**config.mk**
```make
export PLATFORM = sky130hd
export DESIGN_NAME = ama_riscv_icache_flat
export DESIGN_NICKNAME = d
export VERILOG_FILES = /design/src/rtl/ama_riscv_icache_if.sv /design/src/rtl/ama_riscv_icache.sv /design/src/flat_wrapper.sv
export SDC_FILE = /design/constraint.sdc
export NUM_CORES = 2
export LEC_CHECK = 0
export CORE_MARGIN = 2
export CORE_UTILIZATION = 32
export CTS_BUF_LIST = sky130_fd_sc_hd__clkbuf_4 sky130_fd_sc_hd__clkbuf_8 sky130_fd_sc_hd__clkbuf_16
export CTS_CLUSTER_DIAMETER = 40
export DETAILED_ROUTE_END_ITERATION = 10
export GPL_ROUTABILITY_DRIVEN = 0
export PLACE_DENSITY = 0.56
export SLEW_MARGIN = 15
export SYNTH_ARGS = -nofsm -noshare
export SYNTH_HDL_FRONTEND = slang
export SYNTH_SLANG_ARGS = --single-unit
```
**constraint.sdc**
```tcl
create_clock -name clk -period 16.35 [get_ports clk]
set_input_delay 3.27 -clock clk [delete_from_list [all_inputs] [get_ports clk]]
set_output_delay 3.27 -clock clk [all_outputs]
set_load 0.02 [all_outputs]
```
**src/rtl/ama_riscv_icache_if.sv**
```systemverilog
// Core-fetch and memory line-fill signals of the instruction cache, bundled.
// The cache connects through the slave modport; the fetch/memory side uses master.
interface ama_riscv_icache_if #(
    parameter int LINE_W     = 128,
    parameter int MEM_ADDR_W = 14
);
    logic                  cpu_req_valid;
    logic                  cpu_req_ready;
    logic [31:0]           cpu_req_addr;
    logic                  cpu_rsp_valid;
    logic [31:0]           cpu_rsp_data;
    logic                  flush;
    logic                  mem_req_valid;
    logic                  mem_req_ready;
    logic [MEM_ADDR_W-1:0] mem_req_addr;
    logic                  mem_rsp_valid;
    logic [LINE_W-1:0]     mem_rsp_data;
    logic [31:0]           hit_cnt;
    logic [31:0]           miss_cnt;

    modport slave (
        input  cpu_req_valid, cpu_req_addr, flush, mem_req_ready, mem_rsp_valid, mem_rsp_data,
        output cpu_req_ready, cpu_rsp_valid, cpu_rsp_data, mem_req_valid, mem_req_addr,
               hit_cnt, miss_cnt
    );

    modport master (
        output cpu_req_valid, cpu_req_addr, flush, mem_req_ready, mem_rsp_valid, mem_rsp_data,
        input  cpu_req_ready, cpu_rsp_valid, cpu_rsp_data, mem_req_valid, mem_req_addr,
               hit_cnt, miss_cnt
    );
endinterface

```
**src/rtl/ama_riscv_icache.sv**
```systemverilog
// Direct-mapped read-only instruction cache with single-line fill, fence.i flush and hit/miss counters.
// Latency: hit 1 cycle; miss 3 cycles with a 1-cycle memory (request, response, critical-word return).
// Backpressure: cpu_req_ready low during a miss or flush; mem request held until mem_req_ready; no rsp backpressure.
module ama_riscv_icache #(
    parameter int SETS       = 16,
    parameter int LINE_W     = 128,
    parameter int MEM_ADDR_W = 14
) (
    input  logic              clk,
    input  logic              rst,
    ama_riscv_icache_if.slave bus
);
    localparam int IDX_W = $clog2(SETS);
    localparam int TAG_W = 32 - 4 - IDX_W;

    typedef enum logic [1:0] {RUN, MISS_REQ, MISS_WAIT} state_t;

    state_t            state;
    state_t            state_nxt;
    logic [SETS-1:0]   valid;
    logic [TAG_W-1:0]  tag_arr  [SETS];
    logic [LINE_W-1:0] data_arr [SETS];
    logic              flush_pend;

    logic [1:0]        req_word;
    logic [IDX_W-1:0]  req_idx;
    logic [TAG_W-1:0]  req_tag;

    logic [1:0]        in_word;
    logic [IDX_W-1:0]  in_idx;
    logic [TAG_W-1:0]  in_tag;
    logic              accept;
    logic              hit;
    logic [LINE_W-1:0] hit_line;
    logic              fill;

    assign in_word  = bus.cpu_req_addr[3:2];
    assign in_idx   = bus.cpu_req_addr[4 +: IDX_W];
    assign in_tag   = bus.cpu_req_addr[31 -: TAG_W];

    assign bus.cpu_req_ready = (state == RUN) && !bus.flush && !flush_pend;
    assign accept   = bus.cpu_req_valid && bus.cpu_req_ready;
    assign hit      = valid[in_idx] && (tag_arr[in_idx] == in_tag);
    assign hit_line = data_arr[in_idx];
    // Responses arriving in any other state (e.g. stale after reset) are ignored.
    assign fill     = (state == MISS_WAIT) && bus.mem_rsp_valid;

    always_ff @(posedge clk or posedge rst) begin
        if (rst) state <= RUN;
        else     state <= state_nxt;
    end

    always_comb begin
        state_nxt = state;
        case (state)
            RUN:       if (accept && !hit)    state_nxt = MISS_REQ;
            MISS_REQ:  if (bus.mem_req_ready) state_nxt = MISS_WAIT;
            MISS_WAIT: if (bus.mem_rsp_valid) state_nxt = RUN;
            default:                          state_nxt = RUN;
        endcase
    end

    always_ff @(posedge clk or posedge rst) begin
        if (rst) begin
            valid             <= '0;
            flush_pend        <= 1'b0;
            req_word          <= '0;
            req_idx           <= '0;
            req_tag           <= '0;
            bus.cpu_rsp_valid <= 1'b0;
            bus.cpu_rsp_data  <= '0;
            bus.mem_req_valid <= 1'b0;
            bus.mem_req_addr  <= '0;
            bus.hit_cnt       <= '0;
            bus.miss_cnt      <= '0;
        end else begin
            bus.cpu_rsp_valid <= 1'b0;
            if (accept) begin
                req_word <= in_word;
                req_idx  <= in_idx;
                req_tag  <= in_tag;
                if (hit) begin
                    bus.cpu_rsp_valid <= 1'b1;
                    bus.cpu_rsp_data  <= hit_line[{in_word, 5'b0} +: 32];
                    bus.hit_cnt       <= bus.hit_cnt + 32'd1;
                end else begin
                    bus.miss_cnt      <= bus.miss_cnt + 32'd1;
                    bus.mem_req_valid <= 1'b1;
                    bus.mem_req_addr  <= bus.cpu_req_addr[4 +: MEM_ADDR_W];
                end
            end
            if (state == MISS_REQ && bus.mem_req_ready)
                bus.mem_req_valid <= 1'b0;
            if (fill) begin
                valid[req_idx]    <= 1'b1;
                bus.cpu_rsp_valid <= 1'b1;
                bus.cpu_rsp_data  <= bus.mem_rsp_data[{req_word, 5'b0} +: 32];
            end
            // A flush seen mid-miss waits until the fill is delivered, then wipes that line too.
            if (state == RUN && (bus.flush || flush_pend)) begin
                valid      <= '0;
                flush_pend <= 1'b0;
            end else if (state != RUN && bus.flush) begin
                flush_pend <= 1'b1;
            end
        end
    end

    always_ff @(posedge clk) begin
        if (fill) begin
            tag_arr[req_idx]  <= req_tag;
            data_arr[req_idx] <= bus.mem_rsp_data;
        end
    end

`ifndef SYNTHESIS
    a_word_aligned: assert property (@(posedge clk) disable iff (rst)
        accept |-> (bus.cpu_req_addr[1:0] == 2'b00));
`endif

endmodule

```
**src/flat_wrapper.sv**
```systemverilog
// flat-port wrapper written by rule: the top's interface ports become plain ports
module ama_riscv_icache_flat 
#(
    parameter int SETS       = 16,
    parameter int LINE_W     = 128,
    parameter int MEM_ADDR_W = 14
)
  (clk, rst, bus_cpu_req_valid, bus_cpu_req_addr, bus_flush, bus_mem_req_ready, bus_mem_rsp_valid, bus_mem_rsp_data, bus_cpu_req_ready, bus_cpu_rsp_valid, bus_cpu_rsp_data, bus_mem_req_valid, bus_mem_req_addr, bus_hit_cnt, bus_miss_cnt);
  ama_riscv_icache_if #(.LINE_W(LINE_W), .MEM_ADDR_W(MEM_ADDR_W)) bus_i ();
  input  logic clk;
  input  logic rst;
  input wire logic [$bits(bus_i.cpu_req_valid)-1:0] bus_cpu_req_valid;
  input wire logic [$bits(bus_i.cpu_req_addr)-1:0] bus_cpu_req_addr;
  input wire logic [$bits(bus_i.flush)-1:0] bus_flush;
  input wire logic [$bits(bus_i.mem_req_ready)-1:0] bus_mem_req_ready;
  input wire logic [$bits(bus_i.mem_rsp_valid)-1:0] bus_mem_rsp_valid;
  input wire logic [$bits(bus_i.mem_rsp_data)-1:0] bus_mem_rsp_data;
  output wire logic [$bits(bus_i.cpu_req_ready)-1:0] bus_cpu_req_ready;
  output wire logic [$bits(bus_i.cpu_rsp_valid)-1:0] bus_cpu_rsp_valid;
  output wire logic [$bits(bus_i.cpu_rsp_data)-1:0] bus_cpu_rsp_data;
  output wire logic [$bits(bus_i.mem_req_valid)-1:0] bus_mem_req_valid;
  output wire logic [$bits(bus_i.mem_req_addr)-1:0] bus_mem_req_addr;
  output wire logic [$bits(bus_i.hit_cnt)-1:0] bus_hit_cnt;
  output wire logic [$bits(bus_i.miss_cnt)-1:0] bus_miss_cnt;
  assign bus_i.cpu_req_valid = bus_cpu_req_valid;
  assign bus_i.cpu_req_addr = bus_cpu_req_addr;
  assign bus_i.flush = bus_flush;
  assign bus_i.mem_req_ready = bus_mem_req_ready;
  assign bus_i.mem_rsp_valid = bus_mem_rsp_valid;
  assign bus_i.mem_rsp_data = bus_mem_rsp_data;
  assign bus_cpu_req_ready = bus_i.cpu_req_ready;
  assign bus_cpu_rsp_valid = bus_i.cpu_rsp_valid;
  assign bus_cpu_rsp_data = bus_i.cpu_rsp_data;
  assign bus_mem_req_valid = bus_i.mem_req_valid;
  assign bus_mem_req_addr = bus_i.mem_req_addr;
  assign bus_hit_cnt = bus_i.hit_cnt;
  assign bus_miss_cnt = bus_i.miss_cnt;
  ama_riscv_icache #(.SETS(SETS), .LINE_W(LINE_W), .MEM_ADDR_W(MEM_ADDR_W)) u_core (.clk(clk), .rst(rst), .bus(bus_i));
endmodule
```
==> reports/summary.txt <==
fin nets = 4985
global-route wire length before repair = 374000 um
placed cells = 8636
TNS Setup = 0 ns
outcome = finished clean
min-delay src = u_core.bus.miss_cnt[31]
Via Count = 48.0k
final wirelength = 262000 um
Worst Setup End Kind = output port
Worst-Skew Late Latency = 0.86 ns
CTS Buf Count = 319
Worst IR Drop VDD = 0.0000670 V
top_reg_cell synth = edfxtp_1
Iter 0 DRT Violations = 4753
clk buf depth = 4
fin cells = 9228
clk sinks = 2593
Netlist cell types = 65
CP Launch Point = bus_flush
leakage power = 0.0379 uW
Min-Delay Endpoint = u_core.bus.miss_cnt[31]
vias per cell = 5.20
met1 GRT Util = 21.5%
Largest stage delay, worst path = 0.73 ns
post-synthesis sequential area ratio = 76.6%
CP max stage cell = clkdlybuf4s50_1
EDFF count, synth = 2432
IO Pins = 279
Post-Syn Instances = 4358
Max Slew Vio Count = 0
H-tree depth = 5
PostCTS Resize Cnt = 0
Antenna Nets Post-Route = 0
Synthesized Nets = 4526
total congestion overflow = 0
clk slew on worst S/H paths = 0.06 ns
largest net degree at the start of global routing = 133
Arr. time, crit path = 4.95 ns
overall power = 16200 uW
root buf cell = clkbuf_16
Final Util = 38.1%
Max-Cap Viols = 0
CP Launch Type = input pin
#FFs+latches synth = 2593
reg2reg path depth = 7
switching share of power = 23.4%
fin crit share = 50.3%
Critical Path RT = 13.08 ns
internal power = 12400 uW
asr flop ratio synth = 6.21%
power share of the clock group = 43.5%
Fin. Hold Viols = 0
Yosys top cell area share = 72.6%
initial antenna violation count = 76
Area growth, synth to finish = 18.4%
top post-synthesis cells by area = edfxtp_1, mux4_2, dfrtp_1
M3 GR Usage = 2.89%
1st-pass router iterations = 5
TritonCTS clock tree = built
RR Startpoint = u_core.state[0]
DIE WIDTH = 565 um
reg2reg end = u_core.data_arr[2][18]
fin worst setup slack = 8.13 ns
core area = 312000 um^2
PortBufs = 276
Max FO, Critical Path = 3
actual slew at the worst max-slew pin = 1.17 ns
GRT Total Usage = 16.2%
WL per Instance = 28.4 um
share of layout cells above drive strength 1 = 29.1%
Synth area leader = edfxtp_1
most frequent cells after synthesis = edfxtp_1, mux4_2, dfrtp_1
Post-route DRC = 0
Final min period = 8.22 ns
Avg Inst Size Synth = 23.1 um^2
die height = 565 um
synth warn = 0
setup bufs post-CTS = 0
Setup Skew = 0.0549 ns
Post-Synthesis Cell Area = 101000 um^2
Power per Cell Area = 136 nW/um^2
RSZ-0062 raised after global routing = no
CP cell instances = clkdlybuf4s50_1 > nor4_1 > clkdlybuf4s50_1
final setup vio count = 0
initial core utilization = 32.2%
Reg power frac = 48.6%
hold buffers post-CTS = 0
Max Freq = 122 MHz
Psw = 3790 uW
R2R setup slack = 11.29 ns
most frequent CP cell = clkdlybuf4s50_1
max_slew headroom = 22.1%
worst hold path class = reg2reg
critical path type = in2out
row cnt = 205
met2 Usage GRT = 27.4%
Hold Path Depth = 1
busiest grt layer = met2
vias in the first global route = 50.3k
die area = 319000 um^2
Comb pwr share = 7.9%
DP HPWL = 133000 um
Post-Place Worst Slack = 7.37 ns
dominant cell by count in the synthesized netlist = edfxtp_1
metal layers:
layer,wire (um),part of all wire (%),vias up
met1,108000,41,26490
li1,-,-,19519
met5,203,0.078,-
met2,132000,50,1508
met3,15100,5.8,426
met4,6500,2.5,36
kinds of logic after synthesis:
kind of cell	count (synthesis)	share of synthesized area [%]
flip-flops	2593	76.6
buffers and inverters	252	1.26
XOR/XNOR	79	0.688
AO/OA/AOI/OAI	151	1.12
multiplexers	876	18.4
adder cells (fa/ha/maj)	2	0.0249
AND/OR/NAND/NOR	405	1.90
per-stage QoR:
step	area (um^2)	hold slack (ns)
floorplan	101000	0.461
global placement	108000	0.461
detailed placement	108000	0.464
CTS	119000	0.477
global route	119000	0.489
finish	119000	0.471
registers in the layout (all words and copies together), names as in the netlist, 14 cells and up:
| register | cells |
|---|---|
| u_core.valid | 16 |
| u_core.req_tag | 24 |
| u_core.data_arr | 2048 |
| u_core.bus.mem_req_addr | 14 |
| u_core.bus.cpu_rsp_data | 32 |
| u_core.bus.miss_cnt | 32 |
| u_core.bus.hit_cnt | 32 |
| u_core.tag_arr | 384 |
cells in the final DEF (no fill, tap or decap), drive strengths merged, types with 3 or more instances in the layout:
cell type and count:
o21a 28, a32oi 4, clkdlybuf4s50 270, xnor2 20, edfxtp 2432, mux2i 64, clkinvlp 34, a221oi 3
nor4b 6, diode 18, o21ai 16, a21oi 9, nor2 94, mux2 40, nor4 14, buf 98
xor2 59, o22ai 13, o22a 28, or4 3, o31ai 3, nand2 134, or3 4, nand4 14
clkinv 102, mux4 772, a211oi 4, or2 7, a31oi 5, bufinv 25, dfrtp 161, and2 6
a22oi 17, nand3 35, clkbuf 371, nor2b 11, and3 10, nor3 43, nand2b 14, inv 64
worst max-delay path by stage:
stage                                      end  cells past startpoint
floorplan                u_core.data_arr[8][0]                      7
global placement    u_core.bus.mem_req_addr[7]                     14
detailed placement  u_core.bus.mem_req_addr[7]                     14
CTS                          bus_cpu_req_ready                      3
global route                 bus_cpu_req_ready                      3
finish                       bus_cpu_req_ready                      3
layout make-up:
| type | count | area [um^2] |
|---|---|---|
| diodes | 18 | 45.0 |
| clock inverters | 203 | 2080 |
| multi-input cells | 1513 | 22400 |
| well taps | 4140 | 5180 |
| repair buffers | 368 | 3620 |
| clock buffers | 371 | 8590 |
| flip-flops and latches | 2593 | 77100 |
| inverters | 22 | 97.6 |
| fillers | 27725 | 193000 |
power by group through the flow:
stage / logic [uW] / clock network [uW] / registers (uW)
finish: 1280 / 7030 / 7850
global route: 1350 / 7430 / 7880
CTS: 1300 / 7160 / 7850
detailed placement: 1300 / 0 / 7990
global placement: 1290 / 0 / 7970
floorplan: 658 / 0 / 7980
critical path, delay by kind of cell:
kind	cells	cell delay, ns
buffers and inverters	2	1.15
AND/OR/NAND/NOR	1	0.53
Power figures use the tool's default switching activity.
